## src/rtl/elm_neuron_mac.sv

```systemverilog
// ELM hidden-layer neuron: streams inputs against a 1-cycle-latency weight memory,
// accumulates at full precision, adds bias, optional ReLU, saturates to dataWidth.
module elm_neuron_mac #(
  parameter int numWeight    = 784,
  parameter int addressWidth = 10,
  parameter int dataWidth    = 16,
  parameter int fracBits     = 8,
  parameter int actType      = 0
) (
  input  logic                        clk,
  input  logic                        rst_n,
  input  logic                        in_valid,
  output logic                        in_ready,
  input  logic signed [dataWidth-1:0] in_data,
  output logic                        ren,
  output logic [addressWidth:0]       raddr,
  input  logic signed [dataWidth-1:0] wout,
  input  logic signed [dataWidth-1:0] bias,
  output logic                        out_valid,
  input  logic                        out_ready,
  output logic signed [dataWidth-1:0] out_data
);

  localparam int PROD_W = 2 * dataWidth;
  localparam int ACC_W  = PROD_W + addressWidth + 1;
  localparam int SUM_W  = ACC_W + 1;

  localparam logic [2:0] IDLE  = 3'd0;
  localparam logic [2:0] ACC   = 3'd1;
  localparam logic [2:0] DRAIN = 3'd2;
  localparam logic [2:0] FINAL = 3'd3;
  localparam logic [2:0] OUT   = 3'd4;

  localparam logic [addressWidth-1:0] LAST = addressWidth'(numWeight - 1);

  logic [2:0]               state;
  logic                     run_q;
  logic                     accept;
  logic [addressWidth-1:0]  cnt;
  logic signed [dataWidth-1:0] x_p1;
  logic                     vld_p1;
  logic signed [PROD_W-1:0] prod_p1;
  logic signed [ACC_W-1:0]  acc_p2;

  // Bias aligned to the product's binary point, then back to dataWidth scaling (floor).
  function automatic logic signed [SUM_W-1:0] scale_fn(input logic signed [ACC_W-1:0] a,
                                                       input logic signed [dataWidth-1:0] b);
    logic signed [SUM_W-1:0] s;
    s = SUM_W'(a) + (SUM_W'(b) <<< fracBits);
    return s >>> fracBits;
  endfunction

  function automatic logic signed [SUM_W-1:0] relu_fn(input logic signed [SUM_W-1:0] r);
    if (actType == 1 && r[SUM_W-1]) return '0;
    return r;
  endfunction

  function automatic logic signed [dataWidth-1:0] sat_fn(input logic signed [SUM_W-1:0] v);
    logic [SUM_W-dataWidth:0] hi;
    hi = v[SUM_W-1:dataWidth-1];
    if ((&hi) || !(|hi)) return v[dataWidth-1:0];
    if (v[SUM_W-1]) return {1'b1, {(dataWidth-1){1'b0}}};
    return {1'b0, {(dataWidth-1){1'b1}}};
  endfunction

  // run_q keeps in_ready low until the first edge after reset release.
  assign in_ready = run_q && (state == IDLE || state == ACC);
  assign accept   = in_valid && in_ready;
  assign ren      = accept;
  assign raddr    = accept ? {1'b0, cnt} : '0;
  assign prod_p1  = PROD_W'(x_p1) * PROD_W'(wout);

  always_ff @(posedge clk or negedge rst_n) begin
    if (!rst_n) begin
      state     <= IDLE;
      run_q     <= 1'b0;
      cnt       <= '0;
      x_p1      <= '0;
      vld_p1    <= 1'b0;
      acc_p2    <= '0;
      out_valid <= 1'b0;
      out_data  <= '0;
    end else begin
      run_q  <= 1'b1;
      // p0 -> p1: register the accepted sample alongside its memory read
      vld_p1 <= accept;
      if (accept) begin
        x_p1 <= in_data;
        cnt  <= cnt + addressWidth'(1);
      end
      // p1 -> p2: weight arrives now, accumulate only for a real read
      if (vld_p1) acc_p2 <= acc_p2 + ACC_W'(prod_p1);

      case (state)
        IDLE, ACC: if (accept) state <= (cnt == LAST) ? DRAIN : ACC;
        DRAIN:     state <= FINAL;
        FINAL: begin
          out_data  <= sat_fn(relu_fn(scale_fn(acc_p2, bias)));
          out_valid <= 1'b1;
          state     <= OUT;
        end
        OUT: begin
          if (out_ready) begin
            out_valid <= 1'b0;
            acc_p2    <= '0;
            cnt       <= '0;
            state     <= IDLE;
          end
        end
        default: state <= IDLE;
      endcase
    end
  end

endmodule

```

## config.mk

```make
export PLATFORM = sky130hd
export DESIGN_NAME = elm_neuron_mac
export DESIGN_NICKNAME = d
export VERILOG_FILES = /design/src/rtl/elm_neuron_mac.sv
export SDC_FILE = /design/constraint.sdc
export NUM_CORES = 1
export LEC_CHECK = 0
export ABC_CLOCK_PERIOD_IN_PS = 12150
export BUFFER_PORTS_ARGS = -buffer_cell sky130_fd_sc_hd__buf_4
export CORE_AREA = 2 2 195 197
export DETAILED_ROUTE_END_ITERATION = 7
export DIE_AREA = 0 0 197 199
export GPL_TIMING_DRIVEN = 0
export HOLD_SLACK_MARGIN = 0.15
export PLACE_DENSITY = 0.67
export SLEW_MARGIN = 25
export SYNTH_ARGS = -nofsm -noshare
export SYNTH_HDL_FRONTEND = slang
export SYNTH_SLANG_ARGS = --single-unit
```

## constraint.sdc

```tcl
create_clock -name clk -period 12.15 [get_ports clk]
set_input_delay 1.8225 -clock clk [delete_from_list [all_inputs] [get_ports clk]]
set_output_delay 1.8225 -clock clk [all_outputs]
set_load 0.005 [all_outputs]
```

### Word-level counts from Yosys, hierarchy flattened

Cells that the tools add are included.

* multiplexer cells: 22
* reduce and logical (&&, ||, !) cells: 12
* equal/unequal tests: 7
* add/subtract/negate cells: 3
* $mul: 1

Operators with widths (count)
* $mux W43: 3
* $mux W16: 4
* $add A43 B24 Y44: 1
* $add A43 B32 Y43: 1
* $mux W10: 4
* $mul A16 B16 Y32: 1
* $reduce_and A21 Y1: 1
* $reduce_or A21 Y1: 1
* $pmux W3 S4: 1
* $add A10 B1 Y10 const B: 1
* $eq A10 B10 Y1 const B: 1
* $eq A3 B2 Y1 const B: 2
* $mux W1: 6
* $mux W3: 2
* $ne A2 B2 Y1 const B: 2
* $reduce_and A2 Y1: 2
* $eq A3 B1 Y1 const B: 1
* $eq A3 B3 Y1 const B: 1
* $logic_not A3 Y1: 1
* $logic_and A1 B1 Y1: 2
* $logic_or A1 B1 Y1: 2
* $mux W2: 1
* $pmux W1 S2: 1
* $reduce_bool A2 Y1: 1
* 2 further kinds: 2

* flip-flop bits (word level): 91
* output and inout port bits: 30
* word-level logic and storage cells: 53
* bits of input ports: 52

### Depth between registers and ports, before layout

Gate-level depths: netlist of the first run.

* word-level depth: 10
* mapped depth: 26
* gate-level depth less buffers: 26

### Least setup slack after synthesis of the first run

Ideal clock, no wire load.

* path kind: input-to-reg
* from: input wout[1]
* to: register acc_p2[42]
* library setup time: 111 ps
* slack: 3630 ps
* stages on the path: 24
* arrival time: 8409 ps
* buffers on the path: 1
* data required time: 12039 ps
* cells stage by stage: clkbuf_1 -> nand2_1 -> inv_1 -> fa_1 -> inv_1 -> fa_1 -> fa_1 -> fa_1 -> inv_1 -> fa_1 -> inv_1 -> fa_1 -> inv_1 -> ha_1 -> a21o_1 -> a21o_1 -> a21o_1 -> a21o_1 -> a21o_1 -> a21o_1 -> a21oi_1 -> nor2b_1 -> mux2_1 -> a2111oi_2

* word-level cells in the longest chain between the ends: 5

Ends and longest elaborated chain
* from (decl): RTL line 17 `input logic signed [dataWidth-1:0] wout,`
* $mul A16 B16 Y32 *: RTL line 71 `assign prod_p1 = PROD_W'(x_p1) * PROD_W'(wout);`
* $add A43 B32 Y43 *: RTL line 92 `if (vld_p1) acc_p2 <= acc_p2 + ACC_W'(prod_p1);`
* $mux W43 *: RTL line 92
* $mux W43: RTL line 103 `if (out_ready) begin`
* $mux W43 *: RTL line 94 `case (state)`
* to (signal assigned): RTL line 92
* to (decl): RTL line 43 `logic signed [ACC_W-1:0] acc_p2;`

Mark *: on every way between the ends. The rest lies on a longest branch, timed or not.
A chain may end at the register's enable or synchronous reset.

### Worst setup path after layout of the first run

Ends and elaborated chain as after synthesis.

==> impl_metrics.ini, run 1 <==
[clock_tree]
clock_path_buffers = 2
cts_resized = 0
cts_sinks = 91
cts_hold_buf = 0
cts_root_buf = clkbuf_16
insertion_delay_ns = 0.36
htree_levels = 3
clk_transition_reported_paths_ns = 0.07
cts_tree = built
cts_buffers = 9
post_cts_buffers = 0

[critical_path]
crit_family = adder cells
crit_buf_inv = 7
path_max_fanout = 10
slowest_stage = fa_1
r2r-end = acc_p2[42]
crit_type = input port to flop
r2r-start = x_p1[15]
cpMostUsedCell = a21o_1
worstPathArrival_ns = 9.51
cp-end-kind = flop
r2r_slack_ns = 3.85
reg2regPathDepth = 24
required_ns = 12.40
crit_cells = 25
slowest_delay_ns = 0.89
critPathLaunchType = input port

[global_route]
gr-max-usage-layer = met2
grt_use_met1_pct = 32.4
grt_pass1_vias = 14700
grt_antenna_before_repair = 0
use_met2_pct = 42.9
gr-total-overflow = 0
grt.total_usage_pct = 24.2
grt_pass1_wl_um = 74800
met3_usage_pct = 2.68
grt_max_degree = 92

[synth]
syn_avg_cell_area_sq_um = 9.26
synth_flop_cell = dfrtp_1
synth_area_leaders = fa_1 37%, dfrtp_1 12%, ha_1 11%
synthCells = 2013
ys_seq_area_share_pct = 12.2
yosys.area.top_type = fa_1
synth_top_area_share_pct = 36.8
synthArstFlopShare_pct = 100
syn_nets = 2566
synth_edf_count = 0
synth_seq_cells = 91
synth_cell_types = 74
syn_area_sq_um = 18600
yosys_warnings = 0

[flow_run]
maxCapViolCount = 0

[timing]
timing.fmax_mhz = 108
timing.final.crit_share_pct = 76.2
finClkSkew_ns = 0.00791
tightest_slew_ns = 1.04
setup_viol = 0
finalMaxSlewViolations = 0
rsz0062_at_grt = no
fin_crit_ns = 9.26
fin_setup_tns_ns = 0
relSlewSlack_pct = 30.6
hold_viol = 0

[floorplanning]
boundaryPins = 82
die_area_sq_um = 39200
num_rows = 71
fp.dieH_um = 199
initial_core_util_pct = 50.2
fp.dieW_um = 197
core_area_sq_um = 37100

[placed_design]
dp_hpwl_um = 38700
port_buffers = 80
place_inst = 2567
gp_congestion = 0.885

[final_layout]
layout.nets = 2657
synthToLayoutAreaGrowth_pct = 7.95
stdcell_count = 2583
n_antenna_cell = 0
layout-drive-gt1-share_pct = 5.93

[detailed_routing]
wirelength_um = 44400
avgViaCountPerCell = 5.40
vias = 14000
drt_iter0_markers = 731
drc = 0
drtPass1Iterations = 5
ant_nets = 0
routed_wire_length_per_instance_um = 17.2

[hold_path]
min_from = out_data[15]
hold_path_end = out_data[15]
hold_path.class = flop to flop
hold_path_depth = 2

[status]
status = finished, final reports clean
==> worst register-to-register path, delay by kind of cell (launching register included) <==
family	cells	cell delay [ns]
compound gates	8	1.69
mux	1	0.35
fa+ha+maj	7	4.36
simple gates	2	0.35
flops	1	0.55
buf+inv	6	0.90
==> layout make-up <==
cell class              count  area [sq um]
flip-flops and latches     91          2280
clock buffers              13           260
repair buffers             80           604
clock inverters             3          22.5
inverters                 422          1580
well taps                 474           593
multi-input cells        1441         14500
plain buffers              59           238
fillers                  3434         17000
==> layer usage <==
| metal | wire length (um) | part of all wire [%] |
|---|---|---|
| met3 | 1800 | 4.1 |
| met5 | 0 | 0 |
| met4 | 771 | 1.7 |
| met1 | 19400 | 44 |
| met2 | 22400 | 51 |
==> synth_stat cells (9+ instances only) <==
library cell / count
a211oi_1: 14
a21o_1: 38
a21oi_1: 63
a22o_1: 15
a31oi_1: 12
and2_1: 130
and3_1: 27
clkbuf_1: 52
dfrtp_1: 91
fa_1: 343
ha_1: 158
inv_1: 422
mux2_2: 17
mux2i_1: 35
nand2_1: 174
nand3_1: 18
nor2_1: 106
nor2b_1: 12
nor3_1: 19
o211ai_1: 10
o21a_1: 15
o21ai_0: 62
o21bai_1: 10
or3_1: 9
xnor2_1: 41
xor2_1: 28
==> state kept, by name, summed over array words and instances (netlist names) <==
| signal | flops |
|---|---|
| acc_p2 | 43 |
| cnt | 10 |
| out_data | 16 |
| out_valid | 1 |
| run_q | 1 |
| state | 3 |
| vld_p1 | 1 |
| x_p1 | 16 |
==> worst max path at each step <==
stage / start / end / slack, ns
CTS: wout[1] / acc_p2[42] / 2.88
global route: wout[1] / acc_p2[42] / 2.57
detailed placement: wout[1] / acc_p2[42] / 2.51
floorplan: wout[1] / acc_p2[42] / 3.63
finish: wout[1] / acc_p2[42] / 2.89
global placement: wout[1] / acc_p2[42] / 2.55
==> placed cells by master, fill, tap and decap left out, types with 38 or more instances in the layout <==
master	instances
a21o_1	38
a21oi_1	63
and2_1	130
buf_4	81
clkbuf_1	54
dfrtp_1	91
fa_1	342
ha_1	158
inv_1	422
nand2_1	174
nor2_1	106
o21ai_0	62
xnor2_1	41
==> kinds of logic after synthesis <==
logic type	Yosys count	share of synthesized area, %
buf+inv	481	9.77
mux	53	2.97
other cells	2	0.0403
fa+ha+maj	501	47.4
compound gates	281	10.1
simple gates	535	14.2
flops	91	12.2
xor+xnor	69	3.24
==> stage by stage <==
step / area (sq um) / setup slack [ns] / hold WS [ns] / util, %
3_3_place_gp: 19800 / 2.55 / 0.462 / 53.4
5_1_grt: 20100 / 2.57 / 0.528 / 54.2
4_1_cts: 20100 / 2.88 / 0.495 / 54.2
2_1_floorplan: 18600 / 3.63 / 0.471 / -
3_5_place_dp: 19800 / 2.51 / 0.479 / 53.4
6_report: 20100 / 2.89 / 0.489 / 54.2
Power of run 1 is left out: the tool's default activity adds up to more than one toggle a clock period on the data nets, which glitch-free logic cannot reach.
==> run 2, diff against run 1 <==
--- a/config.mk
+++ b/config.mk
@@ -5,14 +5,14 @@
 export SDC_FILE = /design/constraint.sdc
 export NUM_CORES = 1
 export LEC_CHECK = 0
-export ABC_CLOCK_PERIOD_IN_PS = 12150
+export ABC_CLOCK_PERIOD_IN_PS = 8490
 export BUFFER_PORTS_ARGS = -buffer_cell sky130_fd_sc_hd__buf_4
 export CORE_AREA = 2 2 195 197
 export DETAILED_ROUTE_END_ITERATION = 7
 export DIE_AREA = 0 0 197 199
 export GPL_TIMING_DRIVEN = 0
 export HOLD_SLACK_MARGIN = 0.15
-export PLACE_DENSITY = 0.67
+export PLACE_DENSITY = 0.7
 export SLEW_MARGIN = 25
 export SYNTH_ARGS = -nofsm -noshare
 export SYNTH_HDL_FRONTEND = slang
==> constraint.sdc (replaced) <==
create_clock -name clk -period 8.49 [get_ports clk]
set_input_delay 1.2735 -clock clk [delete_from_list [all_inputs] [get_ports clk]]
set_output_delay 1.2735 -clock clk [all_outputs]
set_load 0.005 [all_outputs]
==> impl_metrics.ini, run 2 (synthesis gave the netlist of run 1 again) <==
[clock_tree]
cts_sinks = 91
htree_levels = 3
clock_path_buffers = 2
cts_hold_buf = 0
insertion_delay_ns = 0.36
cts_root_buf = clkbuf_16
cts_tree = built
clk_transition_reported_paths_ns = 0.07
cts_buffers = 9

[final_layout]
layout-drive-gt1-share_pct = 6.13
largest_reg_flops = 43
synthToLayoutAreaGrowth_pct = 8.04
layout.nets = 2653
reg.largest.list = acc_p2 x43, out_data x16, x_p1 x16
stdcell_count = 2579
n_antenna_cell = 0
layout_commonest_cell = inv_1
design_area_sq_um = 20100
final_cell_mix = 422 x inv_1, 340 x fa_1, 174 x nand2_1
nFillCells = 3402
top_register = acc_p2

[timing]
setup_viol = 0
fin_crit_ns = 8.15
finalMaxSlewViolations = 0
relSlewSlack_pct = 33.9
tightest_slew_ns = 0.991
hold_viol = 0
timing.fmax_mhz = 123
timing.final.crit_share_pct = 96.0
final.setup.worst_slack_ns = 0.341
finClkSkew_ns = 0.0144
rsz0062_at_grt = no

[floorplanning]
die_area_sq_um = 39200
initial_core_util_pct = 50.2
num_rows = 71
boundaryPins = 82
fp.dieW_um = 197
fp.dieH_um = 199
core_area_sq_um = 37100

[global_route]
grt_pass1_wl_um = 74900
grt.total_usage_pct = 24.5
grt_pass1_vias = 14800
gr-total-overflow = 0
grt_antenna_before_repair = 0
grt_max_degree = 92

[detailed_routing]
vias = 14000
routed_wire_length_per_instance_um = 17.4
wirelength_um = 44900
ant_nets = 0
drc = 0
drtPass1Iterations = 5
avgViaCountPerCell = 5.45
drt_iter0_markers = 773

[critical_path]
crit_family = adder cells
worstPathArrival_ns = 8.39
crit_type = input port to flop
cpMostUsedCell = a21o_1
slowest_stage = fa_2
slowest_delay_ns = 0.74
critPathLaunchType = input port
crit_buf_inv = 7
required_ns = 8.74
path_max_fanout = 10
cp-end-kind = flop

[flow_run]
maxCapViolCount = 0

[placed_design]
dp_hpwl_um = 38900
pre_cts_ws_ns = -0.486
gp_congestion = 0.898
dpl_cell_area_sq_um = 19800
place_inst = 2567
port_buffers = 80

[hold_path]
hold_path.class = flop to flop

[status]
status = finished, final reports clean
[run 2: cell count changes in the layout (fill, tap and decap cells not counted)]
cell,previous run,this run
fa_2,1,3
bufinv_16,0,1
clkinvlp_4,3,0
inv_6,0,2
fa_1,342,340
clkinv_4,0,2
clkinv_2,0,1
clkbuf_1,54,48
clkbuf_8,2,1
[run 2: path summary, 6_finish.rpt]
kind / depth (start not counted) / start / end / slack, ns
min in group asynchronous: 1 / rst_n / vld_p1 / 1.00
max reg2reg: 24 / x_p1[15] / acc_p2[42] / 0.54
max: 25 / wout[2] / acc_p2[42] / 0.34
max in group asynchronous: 1 / rst_n / acc_p2[10] / 6.92
min reg2reg: 2 / out_valid / out_valid / 0.52
min: 2 / out_valid / out_valid / 0.52
[run 2: worst min-delay path, cell delays in order, from the launching register on]
cell,delay [ns]
dfrtp_1,0.36
nand2_1,0.05
nand2_1,0.07
[run 2: per-layer routing]
layer / vias up / wire length [um] / global-route usage (%)
met1: 7107 / 18600 / 31.4
li1: 6518 / - / -
met2: 336 / 22700 / 42.3
met5: - / 0 / 0
met4: 0 / 1530 / 8.49
met3: 86 / 2130 / 3.92
[run 2: through the flow]
| stage | hold WS, ns | utilization [%] | TNS, ns |
|---|---|---|---|
| floorplan | 0.471 | - | 0 |
| CTS | 0.523 | 54.3 | 0 |
| finish | 0.517 | 54.2 | 0 |
| detailed placement | 0.499 | 53.4 | -0.517 |
| global placement | 0.463 | 53.4 | -0.441 |
| global route | 0.532 | 54.2 | 0 |
[run 2: area by class of cell]
type / count / area [sq um] / share of cell area, %
Sequential cell: 91 / 2280 / 11.3
Clock buffer: 10 / 239 / 1.19
Tap cell: 474 / 593 / 2.94
Inverter: 422 / 1580 / 7.86
Clock inverter: 6 / 70.1 / 0.348
Buffer: 55 / 223 / 1.11
Multi-Input combinational cell: 1441 / 14600 / 72.2
Timing Repair Buffer: 80 / 604 / 3.00
[run 2: timing repair]
item	CTS	global route
setup buffers	0	0
resized for setup	1	1
pin swaps	0	1
setup endpoints to repair	1	1
Power of run 2 is left out for the same reason.
